==> config.mk <==
export PLATFORM = sky130hd
export DESIGN_NAME = pong_ball_engine
export DESIGN_NICKNAME = d
export VERILOG_FILES = /design/src/rtl/pong_ball_engine.sv
export SDC_FILE = /design/constraint.sdc
export NUM_CORES = 1
export LEC_CHECK = 0
export ABC_AREA = 1
export CORE_ASPECT_RATIO = 2
export CORE_MARGIN = 3
export CORE_UTILIZATION = 35
export DETAILED_ROUTE_END_ITERATION = 10
export GPL_TIMING_DRIVEN = 0
export PLACE_DENSITY_LB_ADDON = 0.1
export SLEW_MARGIN = 20
export SYNTH_ARGS = -nofsm -noshare
export SYNTH_HDL_FRONTEND = slang
export SYNTH_SLANG_ARGS = --single-unit
export TNS_END_PERCENT = 30
==> constraint.sdc <==
create_clock -name clk -period 5.02 [get_ports clk]
set_input_delay 0.753 -clock clk [delete_from_list [all_inputs] [get_ports clk]]
set_output_delay 0.753 -clock clk [all_outputs]
set_load 0.05 [all_outputs]
==> src/rtl/pong_ball_engine.sv <==
// pong_ball_engine: Pong ball position/direction engine with serve -> play -> scored sequencing.
// Motion and state change only on the frame tick (y == TICK_Y, x == 0). Paddle hits speed the
// ball up. Each point produces a one-clock score pulse. ball_on is a zero-latency pixel test.
//
// Ports
//   clk, reset          pixel clock; asynchronous active-high reset
//   x, y                current pixel coordinates from the VGA controller
//   pad1_box, pad2_box  right / left paddle {top, bottom, left, right}, 10 bits each
//   ball_on             combinational: current pixel lies inside the ball
//   score1, score2      one-clock pulse: player 1 (right) / player 2 (left) scored
//   ball_x, ball_y      ball left / top edge
//   speed               current speed magnitude (pixels per frame)
//   in_play             high while in PLAY
//
// Build option: define BALL_ROUND_EN for a round ball_on mask (circle inside the box).
// Without it, ball_on is a plain square box test. Motion always uses the square box.
module pong_ball_engine #(
    parameter int unsigned X_MAX         = 639,
    parameter int unsigned Y_MAX         = 479,
    parameter int unsigned TICK_Y        = 481,
    parameter int unsigned BALL_SIZE     = 10,
    parameter int unsigned SPEED_MIN     = 1,
    parameter int unsigned SPEED_MAX     = 6,
    parameter int unsigned HITS_PER_STEP = 4,
    parameter int unsigned SERVE_FRAMES  = 60
) (
    input  logic        clk,
    input  logic        reset,
    input  logic [9:0]  x,
    input  logic [9:0]  y,
    input  logic [39:0] pad1_box,
    input  logic [39:0] pad2_box,
    output logic        ball_on,
    output logic        score1,
    output logic        score2,
    output logic [9:0]  ball_x,
    output logic [9:0]  ball_y,
    output logic [2:0]  speed,
    output logic        in_play
);
    localparam int unsigned PW = 10;
    localparam int unsigned AW = PW + 1;
    localparam int unsigned SW = 3;
    localparam int unsigned HW = $clog2(HITS_PER_STEP + 1);
    localparam int unsigned CW = $clog2(SERVE_FRAMES + 1);
    localparam logic [PW-1:0] CENTRE_X = PW'((X_MAX - BALL_SIZE) / 2);
    localparam logic [PW-1:0] CENTRE_Y = PW'((Y_MAX - BALL_SIZE) / 2);

    typedef enum logic [1:0] {S_SERVE, S_PLAY, S_SCORED} state_t;

    state_t          state_q, state_d;
    logic [PW-1:0]   bx_d, by_d;
    logic            dir_x_q, dir_x_d;   // 1 = moving right
    logic            dir_y_q, dir_y_d;   // 1 = moving down
    logic [SW-1:0]   speed_d;
    logic [HW-1:0]   hit_q, hit_d;
    logic [CW-1:0]   serve_q, serve_d;
    logic            score1_d, score2_d;

    logic            tick;
    logic [AW-1:0]   bx, by, spd, right_edge, bottom_edge, nx, ny, xe, ye;
    logic            exit_right, exit_left, wall_top, wall_bot, hit1, hit2, in_box;

    // Square-box overlap of a ball at (px,py) with a paddle box; 11-bit so edges cannot wrap
    function automatic logic overlaps(input logic [AW-1:0] px, input logic [AW-1:0] py,
                                      input logic [39:0] box);
        logic [AW-1:0] top, bot, lft, rgt;
        top = {1'b0, box[39:30]};
        bot = {1'b0, box[29:20]};
        lft = {1'b0, box[19:10]};
        rgt = {1'b0, box[9:0]};
        return (px <= rgt) && (px + AW'(BALL_SIZE - 1) >= lft) &&
               (py <= bot) && (py + AW'(BALL_SIZE - 1) >= top);
    endfunction

    assign tick        = (y == PW'(TICK_Y)) && (x == '0);
    assign bx          = {1'b0, ball_x};
    assign by          = {1'b0, ball_y};
    assign spd         = AW'(speed);
    assign right_edge  = bx + AW'(BALL_SIZE - 1);
    assign bottom_edge = by + AW'(BALL_SIZE - 1);

    // Scoring is tested against the pre-move position in the current direction
    assign exit_right  = dir_x_q && (right_edge + spd > AW'(X_MAX));
    assign exit_left   = !dir_x_q && (bx < spd);
    assign nx          = dir_x_q ? bx + spd : bx - spd;

    // Walls clamp the ball to the border instead of letting it wrap
    assign wall_top    = !dir_y_q && (by < spd);
    assign wall_bot    = dir_y_q && (bottom_edge + spd > AW'(Y_MAX));
    assign ny          = wall_top ? '0 :
                         wall_bot ? AW'(Y_MAX - BALL_SIZE + 1) :
                         (dir_y_q ? by + spd : by - spd);

    // A paddle only counts when the ball heads toward it, so a lingering overlap is not re-hit
    assign hit1        = dir_x_q && overlaps(nx, ny, pad1_box);
    assign hit2        = !dir_x_q && overlaps(nx, ny, pad2_box);

    // State register
    always_ff @(posedge clk or posedge reset) begin
        if (reset) begin
            state_q <= S_SERVE;
            ball_x  <= CENTRE_X;
            ball_y  <= CENTRE_Y;
            dir_x_q <= 1'b1;
            dir_y_q <= 1'b0;
            speed   <= SW'(SPEED_MIN);
            hit_q   <= '0;
            serve_q <= '0;
            score1  <= 1'b0;
            score2  <= 1'b0;
            in_play <= 1'b0;
        end else begin
            state_q <= state_d;
            ball_x  <= bx_d;
            ball_y  <= by_d;
            dir_x_q <= dir_x_d;
            dir_y_q <= dir_y_d;
            speed   <= speed_d;
            hit_q   <= hit_d;
            serve_q <= serve_d;
            score1  <= score1_d;
            score2  <= score2_d;
            in_play <= (state_d == S_PLAY);
        end
    end

    // Next-state and datapath update
    always_comb begin
        state_d  = state_q;
        bx_d     = ball_x;
        by_d     = ball_y;
        dir_x_d  = dir_x_q;
        dir_y_d  = dir_y_q;
        speed_d  = speed;
        hit_d    = hit_q;
        serve_d  = serve_q;
        score1_d = 1'b0;
        score2_d = 1'b0;
        case (state_q)
            S_SERVE: begin
                if (tick) begin
                    if (serve_q == CW'(SERVE_FRAMES - 1)) begin
                        state_d = S_PLAY;
                        serve_d = '0;
                    end else begin
                        serve_d = serve_q + CW'(1);
                    end
                end
            end
            S_PLAY: begin
                if (tick) begin
                    if (exit_right) begin
                        score2_d = 1'b1;
                        state_d  = S_SCORED;
                    end else if (exit_left) begin
                        score1_d = 1'b1;
                        state_d  = S_SCORED;
                    end else begin
                        bx_d = nx[PW-1:0];
                        by_d = ny[PW-1:0];
                        if (wall_top) dir_y_d = 1'b1;
                        if (wall_bot) dir_y_d = 1'b0;
                        if (hit1)      dir_x_d = 1'b0;
                        else if (hit2) dir_x_d = 1'b1;
                        if (hit1 || hit2) begin
                            if (hit_q == HW'(HITS_PER_STEP - 1)) begin
                                hit_d   = '0;
                                speed_d = (speed >= SW'(SPEED_MAX)) ? SW'(SPEED_MAX)
                                                                    : speed + SW'(1);
                            end else begin
                                hit_d = hit_q + HW'(1);
                            end
                        end
                    end
                end
            end
            S_SCORED: begin
                // Serve toward whoever conceded: player 2 scoring means the right side lost
                state_d = S_SERVE;
                bx_d    = CENTRE_X;
                by_d    = CENTRE_Y;
                speed_d = SW'(SPEED_MIN);
                hit_d   = '0;
                dir_x_d = score2;
            end
            default: state_d = S_SERVE;
        endcase
    end

    // Pixel test against the registered position
    assign xe     = {1'b0, x};
    assign ye     = {1'b0, y};
    assign in_box = (xe >= bx) && (xe <= right_edge) && (ye >= by) && (ye <= bottom_edge);

`ifdef BALL_ROUND_EN
    localparam int unsigned R   = BALL_SIZE / 2;
    localparam int unsigned DW  = AW + 1;
    localparam int unsigned D2W = 2 * DW;
    logic [AW-1:0]         cx, cy;
    logic signed [DW-1:0]  dx, dy;
    logic signed [D2W-1:0] dx2, dy2;

    assign cx      = bx + AW'(R);
    assign cy      = by + AW'(R);
    assign dx      = $signed({1'b0, xe}) - $signed({1'b0, cx});
    assign dy      = $signed({1'b0, ye}) - $signed({1'b0, cy});
    assign dx2     = dx * dx;
    assign dy2     = dy * dy;
    assign ball_on = in_box && ((dx2 + dy2) <= $signed(D2W'(R * R)));
`else
    assign ball_on = in_box;
`endif

endmodule
==> summary.md <==
| Metric | Value |
|---|---|
| Crit-path max FO | 5 |
| RSZ-0062 raised after global routing | yes |
| Synth cell types | 52 |
| WP buf/inv | 2 |
| Drt pass-1 iters | 5 |
| Critical Path AT | around 5 ns |
| Slew HR | roughly 44% |
| Crit path max-delay family | simple AND/OR/NAND/NOR gates |
| Fill cells | around 2,000 |
| Fin crit period | just under 5 ns |
| CP most frequent cell | nand2_1 |
| Cells after synthesis | 992 |
| Min Hold Slack | 0.503 ns |
| Fmax | 205 MHz |
| Layout cell share with drive strength beyond 1 | ~14% |
| Slew Viols, Final | 0 |
| Die area | between 20,000 and 25,000 um2 |
| Tot Pwr | 884 uW |
| Syn_area_per_cell | slightly below 7 um2 |
| Syn-to-layout area delta | 34.3% |
| CP required | 5.25 ns |
| GRT Util Overall | between 20% and 30% |
| Syn nets | 1,238 |
| Clock buffer depth | 2 |
| Diode count | 0 |
| Vias in the first global route | 7,507 |
| Largest net degree at the start of global routing | 33 |
| Routed Antenna Nets | 0 |
| Top cells by area, synth | ha_1 (25%), inv_1 (10%), dfrtp_1 (9.9%), nand2_1 (9.6%), dfstp_2 (4.6%) |
| Post-DP HPWL | 19.2 mm |
| Netlist Area Pre-Place | slightly below 7000 um2 |
| P per Cell Area | 96.5 nW/um2 |
| Routed wire per std cell | 16.4 um |
| Die Width | 105 um |
| Yosys reg bits | 39 |
| Std-Cell Rows | between 70 and 80 |
| Clock sinks | 39 |
| Max-cap violations | 0 |
| Post-synth ARST share | 100% |
| Final Cycle Share | ~100% |
| Slowest cell on crit path | dfrtp_2 |
| Final core occ | between 40 and 50% |
| Seq/Total Area, Yosys | between 10% and 20% |
| Setup TNS | 0 ns |
| Cell taking the most area after synthesis | ha_1 |
| Startpoint Class | flip-flop |
| R2R setup slack | 0.14 ns |
| Worst skew pair latency | 0.29 ns |
| Synth Warn # | 0 |
| CP Capture Type | flip-flop |
| Status | finished clean |
| Global-route wire length before repair | 36.9 mm |
| Final Skew | 0.0120 ns |
| Gpl congestion | 0.897 |
| Worst path max stage delay | 0.48 ns |
| Maximum VDD drop | 0.000109 V |
| Congestion Overflow GR | 0 |
| Setup violators final | 0 |
| Port bufs | approximately 130 |
| Total routed wirelength | ~23 mm |
| Vias per cell | between 5 and 6 |
| Htree depth | 2 |
| Via Count | 7,254 |
| DRT iter0 DRCs | 276 |
| Die Y | 203 um |
| Post-synth EDFFs | 0 |
| Cts hold-fix bufs | 0 |
| Nets@finish | 1,406 |
| Post-synth top area share | 25.3% |
| Drt drc | 0 |
| Core Box Area | 19,000 um2 |
| CP Class | reg -> reg |
| Ports | 129 |
| Dominant synthesized flop cell | dfrtp_1 |
| Starting Density | 35.9% |
| Final hold vios | 0 |
| P_leak | 0.00473 uW |
| Hold Path Class | reg -> reg |
| CTS Buf Count | 5 |
| Clock transition at the registers of the reported paths | approximately 0.070 ns |
| Initial antenna violation count | 0 |
| CTS tree | built |
| Root buffer cell | clkbuf_16 |
| Slew @ Worst Pin | 0.835 ns |
through the flow:
step                      worst slack [ns]  instance area, um2  cells
after floorplan                     0.0968                6820    992
after global placement              -0.851                8420   1375
after detailed placement            -0.896                8440   1376
after CTS                           -0.164                8840   1404
after global routing                -0.170                9160   1416
final                                0.144                9160   1416
final timing paths:
kind | from | end | depth (start not counted)
max | ball_y[0] | hit_q[1] | 34
max in group asynchronous | reset | ball_x[1] | 3
min | hit_q[1] | hit_q[1] | 2
min in group asynchronous | reset | in_play | 2
min reg2reg | hit_q[1] | hit_q[1] | 2
max reg2reg | ball_y[0] | hit_q[1] | 34
where the power goes:
group	switching (uW)	internal (uW)	total, uW
Sequential	0.0257	315	315
Combinational	97.9	126	224
Clock	145	199	345
placed cells by master (no fill, tap or decap), types with 4 or more instances in the layout:
| master | netlist | routed |
|---|---|---|
| a21boi_0 | 4 | 4 |
| clkdlybuf4s50_1 | 0 | 128 |
| nand3b_1 | 7 | 7 |
| dfstp_2 | 12 | 12 |
| o21bai_1 | 4 | 4 |
| nor3_1 | 15 | 13 |
| xor2_2 | 0 | 6 |
| ha_1 | 138 | 131 |
| inv_2 | 12 | 15 |
| nand2_1 | 175 | 166 |
| nand2_2 | 11 | 16 |
| ha_4 | 0 | 6 |
| o22ai_1 | 13 | 13 |
| o21ai_0 | 44 | 42 |
| inv_1 | 181 | 176 |
| nor4_1 | 10 | 10 |
| a211oi_2 | 0 | 4 |
| nand2_4 | 3 | 7 |
| nor2_1 | 70 | 65 |
| buf_4 | 1 | 30 |
| nand3_2 | 4 | 4 |
| nand4_1 | 33 | 33 |
| dfrtp_1 | 27 | 24 |
| a211oi_1 | 10 | 6 |
| a21oi_1 | 57 | 54 |
| nor2_4 | 3 | 8 |
| clkbuf_16 | 0 | 5 |
| xor2_1 | 33 | 26 |
| nand3_1 | 56 | 56 |
| o21a_1 | 5 | 5 |
| a31oi_1 | 4 | 4 |
| nor2_2 | 8 | 8 |
| fa_1 | 6 | 5 |
| a21o_1 | 4 | 4 |
| buf_2 | 6 | 6 |
cells in the mapped netlist (2+ instances only):
cell type and number:
nor4_1 10, nand3b_1 7, nand3_4 2, nor3_1 15, o221ai_1 4, fa_1 6
or2_0 2, o21a_1 5, inv_2 12, a21boi_0 4, clkinv_1 2, nor2_4 3
a21oi_2 2, nor2_1 70, o31ai_1 3, a211oi_1 10, buf_2 6, ha_1 138
o21ai_0 44, inv_1 181, o22ai_1 13, or2_2 2, nand3_1 56, a21oi_1 57
nand2_4 3, a31oi_1 4, xor2_1 33, nor2_2 8, nand3_2 4, o21bai_1 4
a22oi_1 3, dfrtp_1 27, dfstp_2 12, nand2_1 175, a21o_1 4, xnor2_1 3
nand2_2 11, nand4_1 33
repair_timing:
action / CTS / global route
setup buffers: 19 / 12
endpoints found under the setup margin: 7 / 7
pin swaps: 29 / 37
resized for setup: 25 / 42
cloned: 1 / 0
cells by family (layout without fill, tap and decap cells):
kind of cell,count (synthesis),after routing,share of synthesized area [%]
and+or+nand+nor,406,407,28.2
AOI/OAI and AO/OA,163,163,14.1
DFF,39,39,14.5
buffers and inverters,204,372,11.4
xor gates and xnor gates,36,36,4.62
adders and majority gates,144,144,27.1
state kept, by name, summed over array words and instances, names as in the netlist:
| signal | flops |
|---|---|
| dir_x_q | 1 |
| score2 | 1 |
| score1 | 1 |
| dir_y_q | 1 |
| serve_q | 6 |
| ball_y | 10 |
| in_play | 1 |
| state_q | 2 |
| speed | 3 |
| ball_x | 10 |
| hit_q | 3 |
routing by layer:
layer	track usage [%]	wire length, um	up-vias
met5	0	0	-
met4	10.4	1330	0
met3	2.12	759	62
met2	45.2	13300	188
met1	20.7	7890	3356
li1	-	-	3648
final cells by class:
cell class,instances,area [um2],area share [%]
Sequential cell,39,995,10.9
Buffer,8,41.3,0.451
Clock inverter,2,13.8,0.150
Multi-Input combinational cell,750,5370,58.6
Inverter,196,744,8.13
Timing Repair Buffer,160,1540,16.8
Tap cell,255,319,3.48
Clock buffer,6,139,1.52
worst reg2reg max path: cells and delay by family (launching register included):
family	cells	cell delay, ns
compound gates	6	0.94
xor+xnor	2	0.37
fa+ha+maj	4	0.89
buf+inv	2	0.31
flops	1	0.48
simple gates	20	1.82
Power figures use the tool's default switching activity.
